<file path="src/rtl/ham_weight_gen.sv">
// Enumerates every WIDTH-bit pattern of popcount k in ascending order over a valid/ready stream.
// A candidate counter walks 0..all-ones; matches are parked in HOLD until the consumer takes them.
module ham_weight_gen #(
   parameter int WIDTH = 8,
   parameter int CW    = $clog2(WIDTH + 1)
) (
   input  logic             clk,
   input  logic             rst_n,
   input  logic             start,
   input  logic [CW-1:0]    k,
   output logic             busy,
   output logic [WIDTH-1:0] out_data,
   output logic             out_valid,
   input  logic             out_ready,
   output logic             done,
   output logic             err,
   output logic [WIDTH:0]   n_emitted
);

   typedef enum logic [1:0] {IDLE, SCAN, HOLD, DONE} state_t;

   localparam logic [CW-1:0] WMAX = CW'(WIDTH);

   state_t           state_q;
   logic [WIDTH-1:0] cand_q;
   logic [WIDTH-1:0] cand_d;
   logic [CW-1:0]    k_q;
   logic [WIDTH-1:0] data_q;
   logic             valid_q;
   logic             busy_q;
   logic             done_q;
   logic             err_q;
   logic [WIDTH:0]   cnt_q;
   logic [WIDTH:0]   cnt_d;
   logic             match;
   logic             last_cand;

   function automatic logic [CW-1:0] popcount(input logic [WIDTH-1:0] v);
      logic [CW-1:0] c;
      c = '0;
      for (int i = 0; i < WIDTH; i++) begin
         c = c + CW'(v[i]);
      end
      return c;
   endfunction

   assign cand_d    = cand_q + WIDTH'(1);
   assign cnt_d     = cnt_q + (WIDTH + 1)'(1);
   assign match     = (popcount(cand_q) == k_q);
   assign last_cand = &cand_q;

   always_ff @(posedge clk) begin
      if (!rst_n) begin
         state_q <= IDLE;
         cand_q  <= '0;
         k_q     <= '0;
         data_q  <= '0;
         valid_q <= 1'b0;
         busy_q  <= 1'b0;
         done_q  <= 1'b0;
         err_q   <= 1'b0;
         cnt_q   <= '0;
      end else begin
         done_q <= 1'b0;
         case (state_q)
            IDLE: begin
               if (start) begin
                  k_q    <= k;
                  cand_q <= '0;
                  cnt_q  <= '0;
                  busy_q <= 1'b1;
                  if (k > WMAX) begin
                     err_q   <= 1'b1;
                     done_q  <= 1'b1;
                     state_q <= DONE;
                  end else begin
                     err_q   <= 1'b0;
                     state_q <= SCAN;
                  end
               end
            end
            SCAN: begin
               if (match) begin
                  data_q  <= cand_q;
                  valid_q <= 1'b1;
                  state_q <= HOLD;
               end else if (last_cand) begin
                  done_q  <= 1'b1;
                  state_q <= DONE;
               end else begin
                  cand_q <= cand_d;
               end
            end
            HOLD: begin
               // Resume from the next value so the all-ones pattern never wraps back to 0.
               if (out_ready) begin
                  valid_q <= 1'b0;
                  cnt_q   <= cnt_d;
                  if (last_cand) begin
                     done_q  <= 1'b1;
                     state_q <= DONE;
                  end else begin
                     cand_q  <= cand_d;
                     state_q <= SCAN;
                  end
               end
            end
            DONE: begin
               busy_q  <= 1'b0;
               state_q <= IDLE;
            end
            default: state_q <= IDLE;
         endcase
      end
   end

   assign busy      = busy_q;
   assign out_data  = data_q;
   assign out_valid = valid_q;
   assign done      = done_q;
   assign err       = err_q;
   assign n_emitted = cnt_q;

endmodule

</file>
<file path="config.mk">
export PLATFORM = sky130hd
export DESIGN_NAME = ham_weight_gen
export DESIGN_NICKNAME = d
export VERILOG_FILES = /design/src/rtl/ham_weight_gen.sv
export SDC_FILE = /design/constraint.sdc
export NUM_CORES = 1
export LEC_CHECK = 0
export ABC_AREA = 1
export CORE_ASPECT_RATIO = 1.25
export CORE_MARGIN = 2
export CORE_UTILIZATION = 41
export DETAILED_ROUTE_END_ITERATION = 10
export GPL_ROUTABILITY_DRIVEN = 0
export GPL_TIMING_DRIVEN = 0
export HOLD_SLACK_MARGIN = 0.06
export PLACE_DENSITY = 0.66
export SYNTH_ARGS = -nofsm -noshare
export SYNTH_HDL_FRONTEND = slang
export SYNTH_SLANG_ARGS = --single-unit
</file>
<file path="constraint.sdc">
create_clock -name clk -period 3.45 [get_ports clk]
set_input_delay 1.035 -clock clk [delete_from_list [all_inputs] [get_ports clk]]
set_output_delay 1.035 -clock clk [all_outputs]
set_load 0.02 [all_outputs]
</file>
==> flow_metrics.py, run 1 <==
metrics = {
    "outcome": {
        "outcome": "finished with violations",
        "failed_checks": "setup timing",
    },
    "die": {
        "die-area_um2": 5351,
        "rows": 28,
        "core_um2": 4659,
        "initial_utilization": 0.4205,
        "die_h_um": 81.29,
        "die_w_um": 65.83,
        "pin_count": 29,
    },
    "timing": {
        "relSlewSlack": 0.6582,
        "fin_crit_sh": 1.037,
        "maxSlewViolCount": 0,
        "max_freq_mhz": 279.6,
        "tns_ns": -1.788,
        "hold_viol": 0,
        "setup_viol": 20,
        "clock_skew_ns": 0.003281,
        "period_minus_slack_ns": 3.577,
        "setup_slack_ns": -0.1268,
        "rsz0062_at_grt": "yes",
        "tightest_slew_ns": 0.5126,
    },
    "cts": {
        "clk_pin_slew_worst_paths_ns": 0.07,
        "ctsRootBufferMaster": "clkbuf_8",
        "cts_buffers": 5,
        "insertion_delay_ns": 0.29,
        "holdBufCountCts": 0,
        "cts_max_level": 2,
        "clk_path_buf_depth": 2,
        "cts_tree": "yes",
        "cts_sinks": 35,
    },
    "synthesis": {
        "syn_inst": 273,
        "ys_types": 30,
        "synth_ff_type": "dfxtp_1",
        "synth_nets": 294,
        "avgSynthCellArea_um2": 7.177,
        "synth_area_um2": 1959,
        "seq_area_frac_synth": 0.3576,
        "synth_edf_count": 0,
        "postSynth.asyncResetShare": 0,
        "yosys_warnings": 0,
        "ys_ff_latch": 35,
    },
    "routing": {
        "wl_mm": 4.487,
        "remaining_drc_errors": 0,
        "ant_nets": 0,
        "viasPerCell": 4.774,
        "post_drt_wl_per_cell_um": 11.93,
        "vias": 1795,
        "dr.pass1.iters": 4,
        "drt_iter0_drc": 108,
    },
    "placement": {
        "placed_area_um2": 2316,
        "pre_cts_slack_ns": -0.2218,
        "hpwl_mm": 3.205,
        "portBuffers": 28,
    },
    "global_routing": {
        "grt_antenna_before_repair": 0,
        "grt_use_met2": 0.3111,
        "met3_usage": 0.04571,
        "top_usage_layer": "met2",
        "grt_use_total": 0.1808,
        "grt-ovfl-total": 0,
        "use_met1": 0.2053,
        "grt_pass1_vias": 1692,
        "grt_pass1_wl_mm": 7.355,
        "grt_max_degree": 12,
    },
    "hold_path": {
        "hold_class": "flop to flop",
    },
    "layout": {
        "fin_nets": 336,
        "final_layout_size_suffix_gt1_frac": 0.1804,
        "syn_to_final_growth_pct": 31.16,
        "fin_area_um2": 2570,
        "antenna_cells": 0,
    },
    "worst_setup_path": {
        "cpMaxStageDelayCell": "fa_1",
        "path_class": "flop to flop",
        "path_max_fanout": 8,
        "required_ns": 3.68,
        "cp_slowest_stage_delay_ns": 0.55,
        "crit_buf_inv": 5,
        "critPathMostFrequentCell": "fa_1",
        "worstPathCellList": "inv_2 -> fa_1 -> fa_1 -> fa_1 -> inv_1 -> ha_2 -> inv_2 -> fa_1 -> xor2_1 -> nand2_1 -> nor2_4 -> nand3_4 -> inv_8 -> buf_12 -> nand2_2 -> a21oi_2",
        "critical-path-top-delay-family": "adder cells",
        "endpoint_kind": "flop",
        "critical_path_arrival_ns": 3.80,
        "setup.worst_path.start_class": "flop",
    },
    "power_and_ir_drop": {
        "p_total_w": 0.002484,
        "ir_worst_vdd_uv": 502.0,
        "power.density_nw_per_um2": 966.6,
        "p_leak_nw": 1.075,
    },
    "run": {
        "cap_violations": 0,
    },
}
==> report_power, final <==
group	internal, W	switching (W)	leakage [nW]	total, W
logic	0.000616	0.000880	0.727	0.00150
registers	0.000517	0.0000826	0.287	0.000599
clock network	0.000234	0.000155	0.0612	0.000389
total	0.00137	0.00112	1.07	0.00248
==> routing by layer <==
layer / wire, um / vias up
met5: 0 / -
met4: 97 / 0
met3: 148 / 9
met2: 2198 / 29
met1: 2042 / 803
li1: - / 954
==> cell families (layout without fill, tap and decap cells) <==
logic type / after synthesis / in the layout / share of synthesized area
flops: 35 / 35 / 0.3576
fa+ha+maj: 13 / 13 / 0.09834
buf+inv: 48 / 91 / 0.1022
compound gates: 63 / 63 / 0.1756
simple gates: 112 / 112 / 0.2574
xor+xnor: 2 / 2 / 0.008942
==> final cells by class <==
| class | count | area, um^2 |
|---|---|---|
| multi-input combinational | 190 | 1107 |
| tap | 60 | 75.07 |
| clock buffer | 6 | 82.58 |
| timing repair buffer | 35 | 350.3 |
| inverter | 45 | 186.4 |
| buffer | 3 | 28.78 |
| sequential | 35 | 704.4 |
| fill | 450 | 2090 |
| clock inverter | 2 | 35.03 |
==> flip-flops by register name, indices dropped and copies added, names as in the netlist <==
register and flops:
err 1, out_data 8, state_q 2, k_q 4
out_valid 1, busy 1, done 1, n_emitted 9
cand_q 8
==> path summary, 6_finish.rpt <==
| kind | to | depth (start not counted) | slack (ns) | start |
|---|---|---|---|---|
| setup reg to reg | out_valid$_SDFFE_PN0P_ | 16 | -0.13 | cand_q[0]$_SDFFE_PN0P_ |
| setup / recovery | out_valid$_SDFFE_PN0P_ | 16 | -0.13 | cand_q[0]$_SDFFE_PN0P_ |
| hold / removal | n_emitted[8]$_SDFFE_PN0P_ | 2 | 0.47 | n_emitted[8]$_SDFFE_PN0P_ |
| hold reg to reg | n_emitted[8]$_SDFFE_PN0P_ | 2 | 0.47 | n_emitted[8]$_SDFFE_PN0P_ |
==> synthesized netlist by cell type (all sizes together), types with 2 or more instances <==
cell type	n	area, um^2
nand2	68	277.8
inv	45	171.4
a21oi	36	195.2
dfxtp	35	700.7
o21ai	25	132.6
nor2	24	107.6
nand3	14	82.58
ha	9	112.6
fa	4	80.08
nor3	3	15.01
buf	2	25.02
==> timing repair <==
action,4_1_cts,5_1_grt
endpoints found under the setup margin,20,20
pin swaps,4,1
buffers inserted,6,0
gates resized for setup,18,8
cloned,0,1
==> stage by stage <==
step,hold WS (ns),instances,util
finish,0.4730,376,0.5516
global route,0.5079,376,0.5516
global placement,0.4560,361,0.4970
floorplan,0.4447,273,-
detailed placement,0.4665,361,0.4970
CTS,0.4771,375,0.5408
==> worst register-to-register path: cells and delay by family, from the launching register on <==
family                     cells  cell delay [ns]
buffers and inverters          5             0.42
DFF                            1             0.34
adders and majority gates      5             2.07
xor gates and xnor gates       1             0.15
and+or+nand+nor                4             0.43
AOI/OAI and AO/OA              1             0.11
==> placed cells by master, fill, tap and decap left out, drive strengths merged, types with 3 or more instances in the layout <==
cell / count
a21oi: 36
buf: 8
clkbuf: 8
clkdlybuf4s50: 28
dfxtp: 35
fa: 4
ha: 9
inv: 45
nand2: 68
nand3: 14
nor2: 24
nor3: 3
o21ai: 25
Power figures use the tool's default switching activity.
==> inputs of run 2 (changes only) <==
Settings changed: PLACE_DENSITY 0.66 to default, PLACE_DENSITY_LB_ADDON from default to 0.1, SLEW_MARGIN from default to 40.
==> flow_metrics.py, run 2 (synthesis results as in run 1) <==
metrics = {
    "layout": {
        "fin_nets": 339,
        "final_common_cell": "nand2_1",
        "final_layout_size_suffix_gt1_frac": 0.1755,
        "antenna_cells": 0,
        "syn_to_final_growth_pct": 32.06,
        "final_cell_mix": "60 x nand2_1, 37 x inv_1, 32 x dfxtp_1, 28 x clkdlybuf4s50_1, 27 x a21oi_1",
        "largest_reg_flops": 9,
    },
    "die": {
        "core_um2": 4659,
        "rows": 28,
        "die-area_um2": 5351,
        "initial_utilization": 0.4205,
        "die_w_um": 65.83,
        "pin_count": 29,
        "die_h_um": 81.29,
    },
    "worst_setup_path": {
        "rr_startpoint": "cand_q[0]$_SDFFE_PN0P_",
        "crit_path_start": "cand_q[0]$_SDFFE_PN0P_",
        "path_max_fanout": 8,
        "path_class": "flop to flop",
        "endpoint_kind": "flop",
        "worstPathCellList": "inv_2 -> fa_1 -> fa_1 -> fa_1 -> inv_1 -> ha_2 -> inv_2 -> fa_1 -> xor2_1 -> nand2_1 -> nor2_4 -> nand3_4 -> nand2_4 -> inv_6 -> nand2_1 -> nand2_1 -> nor2_1",
        "critical_path_arrival_ns": 3.80,
        "cp_slowest_stage_delay_ns": 0.55,
        "required_ns": 3.67,
        "setup.worst_path.start_class": "flop",
        "critPathMostFrequentCell": "fa_1",
        "cpMaxStageDelayCell": "fa_1",
    },
    "global_routing": {
        "grt_pass1_vias": 1658,
        "grt_use_total": 0.1800,
        "grt_max_degree": 12,
        "grt_antenna_before_repair": 0,
        "grt_pass1_wl_mm": 7.251,
        "grt-ovfl-total": 0,
    },
    "power_and_ir_drop": {
        "power.density_nw_per_um2": 960.7,
        "ir_worst_vdd_uv": 443.5,
        "p_leak_nw": 1.087,
    },
    "routing": {
        "viasPerCell": 4.881,
        "ant_nets": 0,
        "vias": 1850,
        "wl_mm": 4.485,
        "drt_iter0_drc": 110,
        "dr.pass1.iters": 4,
        "remaining_drc_errors": 0,
        "post_drt_wl_per_cell_um": 11.83,
    },
    "cts": {
        "cts_sinks": 35,
        "clk_pin_slew_worst_paths_ns": 0.07,
        "insertion_delay_ns": 0.29,
        "cts_tree": "yes",
        "cts_buffers": 5,
        "ctsRootBufferMaster": "clkbuf_8",
        "clk_path_buf_depth": 2,
        "holdBufCountCts": 0,
        "cts_max_level": 2,
    },
    "timing": {
        "hold_ws_ns": 0.4733,
        "setup_viol": 18,
        "tns_ns": -1.640,
        "tightest_slew_ns": 0.5882,
        "fin_crit_sh": 1.039,
        "max_freq_mhz": 278.9,
        "setup_slack_ns": -0.1356,
        "hold_viol": 0,
        "period_minus_slack_ns": 3.586,
        "relSlewSlack": 0.6079,
        "maxSlewViolCount": 0,
        "clock_skew_ns": 0.003755,
        "rsz0062_at_grt": "yes",
    },
    "run": {
        "cap_violations": 0,
    },
    "placement": {
        "portBuffers": 28,
        "hpwl_mm": 3.305,
    },
    "outcome": {
        "failed_checks": "setup timing",
        "outcome": "finished with violations",
    },
    "hold_path": {
        "hold_class": "flop to flop",
        "hp-start": "n_emitted[8]$_SDFFE_PN0P_",
    },
}
run 2: cell types whose count changed in the layout (fill, tap and decap cells not counted), moves of 2 or more:
cell and change:
nor2_1 +2, o21ai_1 +4, nand2_2 -4, nand2_1 +4, buf_4 +3, o21ai_2 +2
o21ai_0 -6
run 2: layout make-up:
class	instances	area [um^2]
well taps	60	75.07
clock inverters	2	60.06
plain buffers	3	28.78
inverters	45	183.9
multi-input cells	190	1090
repair buffers	38	372.9
flip-flops and latches	35	704.4
clock buffers	6	72.57
fillers	472	2072
run 2: critical path, delay by kind of cell (launching register included):
kind	cells	cell delay (ns)
adder cells (fa/ha/maj)	5	2.08
XOR/XNOR	1	0.15
buffers and inverters	4	0.22
AND/OR/NAND/NOR	7	0.71
flip-flops	1	0.33
run 2: worst paths after layout:
| path | to | slack [ns] | cells after the start |
|---|---|---|---|
| setup / recovery | cand_q[1]$_SDFFE_PN0P_ | -0.14 | 17 |
| hold / removal | n_emitted[8]$_SDFFE_PN0P_ | 0.47 | 2 |
| setup reg to reg | cand_q[1]$_SDFFE_PN0P_ | -0.14 | 17 |
| hold reg to reg | n_emitted[8]$_SDFFE_PN0P_ | 0.47 | 2 |
run 2: per-layer routing:
layer,up-vias,global-route usage,share of wire
li1,970,-,-
met3,5,0.04294,0.037
met4,0,0.06250,0.014
met1,840,0.2048,0.43
met5,-,0,0
met2,35,0.3253,0.52
run 2: what timing repair did:
action,4_1_cts,5_1_grt
gates cloned,0,1
pin swaps,3,5
setup endpoints to repair,20,20
resized for setup,8,18
setup buffers,2,7
run 2: where the power goes:
part / switching [W] / internal, W
Sequential: 0.0000854 / 0.000517
Clock: 0.000149 / 0.000289
Combinational: 0.000858 / 0.000587
run 2: metrics by stage:
| step | util | power, W | worst slack, ns | instances | instance area [um^2] |
|---|---|---|---|---|---|
| finish | 0.5553 | 0.002486 | -0.1356 | 379 | 2587 |
| global route | 0.5553 | 0.002701 | -0.2889 | 379 | 2587 |
| CTS | 0.5314 | 0.002377 | -0.1486 | 371 | 2476 |
| detailed placement | 0.4970 | 0.001882 | -0.2194 | 361 | 2316 |
| global placement | 0.4970 | 0.001873 | -0.1696 | 361 | 2316 |
| floorplan | - | 0.001567 | 0.03086 | 273 | 1961 |
